`src/rtl/instr_fetch.sv`:
```
// Instruction fetch stage: issues reads to a synchronous instruction ROM,
// tracks one in-flight read (pend) and one parked word (skid) so that a
// decoder stall never loses or duplicates a word, and stops at HALT_INSN.
//
// Handshake: the fetch issues a read (MemRe=PcEn=1) only in RUN when the
// decoder is not stalling and no Flush/Start is present; a word is delivered
// to the decoder whenever InstrValid=1, and Stall=1 means Instr/InstrPC/
// InstrValid hold for that cycle (the decoder has not consumed them).
module instr_fetch #(
   parameter int             L         = 10,
   parameter int             W         = 9,
   parameter logic [W-1:0]   HALT_INSN = 9'h1FF
) (
   input  logic             Clk,
   input  logic             Reset,
   input  logic             Start,
   input  logic [L-1:0]     ProgCtr,
   input  logic             Stall,
   input  logic             Flush,
   input  logic [W-1:0]     MemData,
   output logic [L-1:0]     MemAddr,
   output logic             MemRe,
   output logic             PcEn,
   output logic [W-1:0]     Instr,
   output logic [L-1:0]     InstrPC,
   output logic             InstrValid,
   output logic             Done,
   output logic [1:0]       StateDbg
);

   typedef enum logic [1:0] {
      S_IDLE = 2'd0,
      S_RUN  = 2'd1,
      S_DONE = 2'd2
   } state_t;

   state_t         state;
   logic           pend_v;
   logic [L-1:0]   pend_pc;
   logic           skid_v;
   logic [W-1:0]   skid_data;
   logic [L-1:0]   skid_pc;

   logic           issue;
   logic           load_en;
   logic [W-1:0]   load_word;
   logic [L-1:0]   load_pc;

   assign MemAddr  = ProgCtr;
   assign MemRe    = issue;
   assign PcEn     = issue;
   assign StateDbg = state;

   // Issue decision and selection of the word that would load into Instr
   // (the parked skid word always goes before the word arriving from memory).
   always_comb begin
      issue     = (state == S_RUN) && !Stall && !Flush && !Start;
      load_en   = 1'b0;
      load_word = MemData;
      load_pc   = pend_pc;
      if (skid_v) begin
         load_en   = 1'b1;
         load_word = skid_data;
         load_pc   = skid_pc;
      end else if (pend_v) begin
         load_en   = 1'b1;
      end
   end

   // FSM, fetch pipeline, skid register and decoder-facing outputs.
   always_ff @(posedge Clk) begin
      if (Reset) begin
         state      <= S_IDLE;
         pend_v     <= 1'b0;
         pend_pc    <= '0;
         skid_v     <= 1'b0;
         skid_data  <= '0;
         skid_pc    <= '0;
         Instr      <= '0;
         InstrPC    <= '0;
         InstrValid <= 1'b0;
         Done       <= 1'b0;
      end else if (Start) begin
         // Restart from any state; in-flight words are stale
         state      <= S_RUN;
         pend_v     <= 1'b0;
         skid_v     <= 1'b0;
         InstrValid <= 1'b0;
         Done       <= 1'b0;
      end else begin
         case (state)
            S_IDLE: begin
               state <= S_IDLE;
            end
            S_DONE: begin
               // Halt word is shown for a single cycle only
               InstrValid <= 1'b0;
            end
            S_RUN: begin
               if (Flush) begin
                  pend_v     <= 1'b0;
                  skid_v     <= 1'b0;
                  InstrValid <= 1'b0;
               end else if (Stall) begin
                  // Park the word arriving from memory; no new reads issue
                  if (pend_v) begin
                     skid_v    <= 1'b1;
                     skid_data <= MemData;
                     skid_pc   <= pend_pc;
                  end
                  pend_v <= 1'b0;
               end else begin
                  pend_v <= issue;
                  if (issue) begin
                     pend_pc <= ProgCtr;
                  end
                  skid_v <= 1'b0;
                  if (load_en) begin
                     Instr      <= load_word;
                     InstrPC    <= load_pc;
                     InstrValid <= 1'b1;
                     if (load_word == HALT_INSN) begin
                        state  <= S_DONE;
                        Done   <= 1'b1;
                        pend_v <= 1'b0;
                     end
                  end else begin
                     InstrValid <= 1'b0;
                  end
               end
            end
            default: begin
               state <= S_IDLE;
            end
         endcase
      end
   end

endmodule

```
`config.mk`:
```
export PLATFORM = sky130hd
export DESIGN_NAME = instr_fetch
export DESIGN_NICKNAME = d
export VERILOG_FILES = /design/src/rtl/instr_fetch.sv
export SDC_FILE = /design/constraint.sdc
export NUM_CORES = 1
export LEC_CHECK = 0
export BUFFER_PORTS_ARGS = -buffer_cell sky130_fd_sc_hd__buf_4
export CAP_MARGIN = 10
export CORE_MARGIN = 2
export CORE_UTILIZATION = 52
export DETAILED_ROUTE_END_ITERATION = 7
export PLACE_DENSITY = 0.77
export SETUP_SLACK_MARGIN = 0.05
export SKIP_CTS_REPAIR_TIMING = 1
export SYNTH_ARGS = -nofsm -noshare
export SYNTH_HDL_FRONTEND = slang
export SYNTH_SLANG_ARGS = --single-unit
```
`constraint.sdc`:
```
create_clock -name Clk -period 1.9 [get_ports Clk]
set_clock_uncertainty 0.2 [all_clocks]
set_input_delay 0.095 -clock Clk [delete_from_list [all_inputs] [get_ports Clk]]
set_output_delay 0.095 -clock Clk [all_outputs]
set_load 0.01 [all_outputs]
```
[Yosys cells after proc, flatten, opt, wreduce, memory -nomap -nowiden]
Index checks and enable logic that the tools add are counted.
W data, S select, Z words.
Word-level totals
  flip-flop bits (word level): 54
  input bits: 24
  output and inout port bits: 35
  logic and storage cells: 66
Cells by class
  equality and inequality tests: 14
  multiplexer cells: 21
  bitwise operators: 4
  reductions and logical operators: 16
Operators with widths (count)
  $reduce_and A5 Y1: 6
  $mux W1: 13
  $ne A3 B3 Y1 const B: 4
  $mux W10: 1
  $eq A9 B9 Y1 const B: 1
  $mux W9: 1
  $mux W2: 4
  $ne A2 B2 Y1 const B: 4
  $not A1 Y1: 4
  $pmux W2 S2: 1
  $reduce_and A2 Y1: 2
  $logic_and A1 B1 Y1: 3
  $logic_not A1 Y1: 3
  $ne A3 B1 Y1 const B: 1
  $ne A3 B2 Y1 const B: 1
  $eq A2 B1 Y1 const B: 1
  $eq A2 B2 Y1 const B: 1
  $ne A2 B1 Y1 const B: 1
  $pmux W1 S2: 1
  $reduce_bool A2 Y1: 1
  $reduce_or A2 Y1: 1

[Longest topological paths before layout]
  depth after elaboration: 8
  gate-level depth with buffers: 7

[Worst setup path after synthesis]
OpenSTA, ideal clock, no wires.
  kind: reg2reg
  start point: reg state[0] (netlist: StateDbg[0])
  end point: reg pend_pc[2]
  arrival time: 1.307 ns
  path slack: 0.266 ns
  cell stages (with the launch flop): 6
  buffers on the path: 1
  cells stage by stage: dfxtp_1 > nand2b_4 > nor3_2 > buf_4 > mux2i_1 > nor2_1
On the way
  cells in the longest elaborated chain, start to end: 5
Ends and longest elaborated chain
  from (decl): RTL line 37  | state_t state;
  from (signal assigned): RTL line 73  | state <= S_IDLE;
  from (signal assigned): RTL line 85  | state <= S_RUN;
  from (signal assigned): RTL line 93  | state <= S_IDLE;
  $eq A2 B1 Y1: RTL line 57  | issue = (state == S_RUN) && !Stall && !Flush && !Start;
  $logic_and A1 B1 Y1 (3 in a row): RTL line 57
  named net MemRe: RTL line 22  | output logic MemRe,
  $reduce_and A5 Y1 (no line)
  to (signal assigned): RTL line 115  | pend_pc <= ProgCtr;
  to (decl): RTL line 39  | logic [L-1:0] pend_pc;
The timed path passes the listed nets, and every way through them passes these cells.
A chain may end at the register's enable or synchronous reset.

[Worst setup path in the final report]
  start point: reg state[1] (netlist: StateDbg[1])
  end point: out MemRe
On the way
  cells in the longest elaborated chain, start to end: 4
Ends and longest elaborated chain (RTL line)
  $eq A2 B1 Y1: 57
  $logic_and A1 B1 Y1 (3 in a row): 57
  to (decl): 22
No other way between the ends.

==> flow_summary.toml <==
[outcome]
status = "finished, violations left"
failed_checks = "negative hold slack"

[floorplan]
dieWidth_um = 71.6
initial_core_utilization_pct = 54.2
die_y_um = 71.6
fp.dieArea_mm2 = 0.00513
core_region_area_mm2 = 0.00438
rows = 24
boundaryPins = 59

[timing]
report.final.hold_viol_count = 1
fmax_mhz = 567
period_share_pct = 92.8
setup_viol = 0
max_slew.worst_pin.slew_ps = 395
final.hold.worst_slack_ps = -10.4
min_period_ps = 1760
maxSlewViolCount = 0
worst_slew_margin_rel_pct = 73.3
totalNegativeSetupSlack_ps = 0
grt_setup_unrepaired = "false"

[critical_path]
rr_startpoint = "StateDbg[1]"
ff2ff_setup_slack_ps = 140
rr_worst_depth = 5
worstSetupPathDepth = 4
r2r-end = "InstrPC[1]"
crit_arrival_ps = 1470
start_kind = "flop"
timing.critical_path.max_delay_family = "simple AND/OR/NAND/NOR gates"
critical_path.slowest_cell = "dfxtp_1"
cpPeakStageDelay_ps = 360
maximum_net_fanout_on_the_critical_path = 11
critPathCaptureType = "primary output"
critical_path_buf_inv_count = 2
critical_path.cell_chain = "nand2b_4 > nor3_4 > buf_12 > buf_4"
setup.worst_path.class = "flop to primary output"
crit_required_ps = 1600

[finish]
leading_cell_type_in_the_layout_fill_and_taps_excluded = "buf_4"
antenna-diode-count = 0
post_route_cells_drive_above_1_share_pct = 30.5
final_util_pct = 72.3
design.final.nets = 328
layout_common_cells = "buf_4 (66), dfxtp_1 (53), nor2_1 (51)"
layout.cell_area.non_filler_mm2 = 0.00317
post_synthesis_to_final_layout_area_growth_pct = 33.4
instances_no_fill = 357

[route]
route.detailed.vias_per_inst = 5.34
remaining_routing_drc_violations = 0
avgRoutedWirePerCell_um = 15.8
route.final.wire_length_um = 5660
route.met3.wl_um = 244
routed-wl-met2_um = 2860
final_antenna_net_count = 0
detailroute.via_count = 1908
m1WireLength_um = 2450
drt_iter0_markers = 121
route.top_layer_used = "met4"
drt_first_pass_iters = 4

[logic_synthesis]
synth_nets = 257
yosys.area.top_type = "dfxtp_1"
synth_enable_flop_cells = 0
syn_area_per_cell_um2 = 10.2
synth.ff_latch_count = 54
share_of_synthesized_flip_flops_with_an_asynchronous_set_or_reset_pct = 0
dominantRegCellSynth = "dfxtp_1"
synth.area.top_cells = "dfxtp_1 (45%), mux2i_1 (20%), nor2_1 (8.1%), a211oi_2 (5.3%), buf_4 (4.7%)"
synth_cells = 233
synth.yosys.seq_area_share_pct = 45.5
syn_area_mm2 = 0.00238
synth_top_cell_area_share_pct = 45.5
post_synth_num_cell_types = 33
synth_warnings = 0

[clock_tree]
htree_levels = 2
cts_made_buffers = 5
cts.clk_slew.worst_paths_ps = 100
tritoncts_clock_tree = "yes"
worst_skew_pair.late_latency_ps = 310
cts_buffer_depth = 2
root_buffer = "clkbuf_8"
cts.sinks = 54

[power_and_ir_drop]
power.share.clock_pct = 37.0
worst_ir_drop_vdd_mv = 0.741
leakagePower_uw = 0.00132
internal_power_uw = 1630
power_density_mw_per_mm2 = 670
net_switching_power_uw = 490
seq_power_share_pct = 53.9
comb_power_share_pct = 9.2
switching_share_pct = 23.1

[placement]
hpwl_um = 3370
dp.cells = 326
finalWeightedCongestion = 0.848
placed_area_mm2 = 0.00281
port-buffer-count = 58

[hold_path]
worstHoldPathType = "input port to flop"
min_delay_worst_endpoint = "skid_v"
worstHoldStart = "Flush"
holdPathStages = 4

[global_route]
first_global_vias = 1639
grt_first_pass_wirelength_um = 7770
global_route.overflow_total = 0
grt_util_all_layers_pct = 19.6
antenna_found_initial = 0
grt_start_max_net_pins = 37

[flow_run]
cap_violations = 0
sequential cells by signal, summed over array words and instances, names as in the netlist:
name and cells:
InstrPC 10, pend_pc 10, skid_pc 10, Instr 9, skid_data 9, StateDbg 2
Done 1, InstrValid 1, pend_v 1, skid_v 1
synth_stat cells, drive strengths merged (2+ instances only):
cell type and count:
a211oi 21, and4b 2, buf 20, clkbuf 7, dfxtp 54, mux2i 48, nand2 5, nand2b 3
nand4 2, nor2 51, nor3 2, o21ai 2, o31ai 2, or2 2
through the flow:
stage                     hold WS, ps  total power [uW]  setup slack (ps)
after floorplan                 -25.7              1250               266
final                           -10.4              2120               137
after global routing             65.1              2180              52.7
after detailed placement          144              1330               157
after CTS                        -177              2080              28.8
after global placement            137              1320               226
power by group through the flow:
stage          Clock (uW)  Combinational (uW)  Sequential [uW]
3_3_place_gp            0                 154             1170
4_1_cts               778                 155             1140
3_5_place_dp            0                 155             1170
6_report              785                 194             1140
5_1_grt               825                 210             1150
2_1_floorplan           0                82.4             1170
cell type report:
type / count / area [um2]
clock buffers: 5 / 68.8
clock inverters: 3 / 45.0
fillers: 324 / 1210
inverters: 1 / 3.75
multi-input cells: 151 / 1120
flip-flops and latches: 54 / 1080
well taps: 52 / 65.1
repair buffers: 91 / 791
per-layer routing:
layer  vias up  global-route usage, %
li1        942                      -
met1       900                   25.1
met2        58                   33.0
met3         8                   3.80
met4         0                   6.71
met5         -                      0
cell families after synthesis:
kind of cell	synth area share, %
buffers and inverters	7.84
flip-flops	45.5
multiplexers	20.2
AO/OA/AOI/OAI	11.6
AND/OR/NAND/NOR	14.9
how the worst max path moves through the flow:
stage	startpoint	end
6_report	StateDbg[1]	MemRe
3_5_place_dp	skid_v	StateDbg[1]
5_1_grt	StateDbg[1]	Instr[8]
2_1_floorplan	StateDbg[0]	pend_pc[2]
4_1_cts	StateDbg[1]	MemRe
3_3_place_gp	skid_v	StateDbg[1]
worst reg2reg max path, cell delays in order (launching register included):
cell       delay (ps)
dfxtp_1           360
nand2b_4          200
nor4_4            410
buf_4             200
clkbuf_16         190
a211oi_1           80
Note: power is estimated with default switching activity, not from simulation.
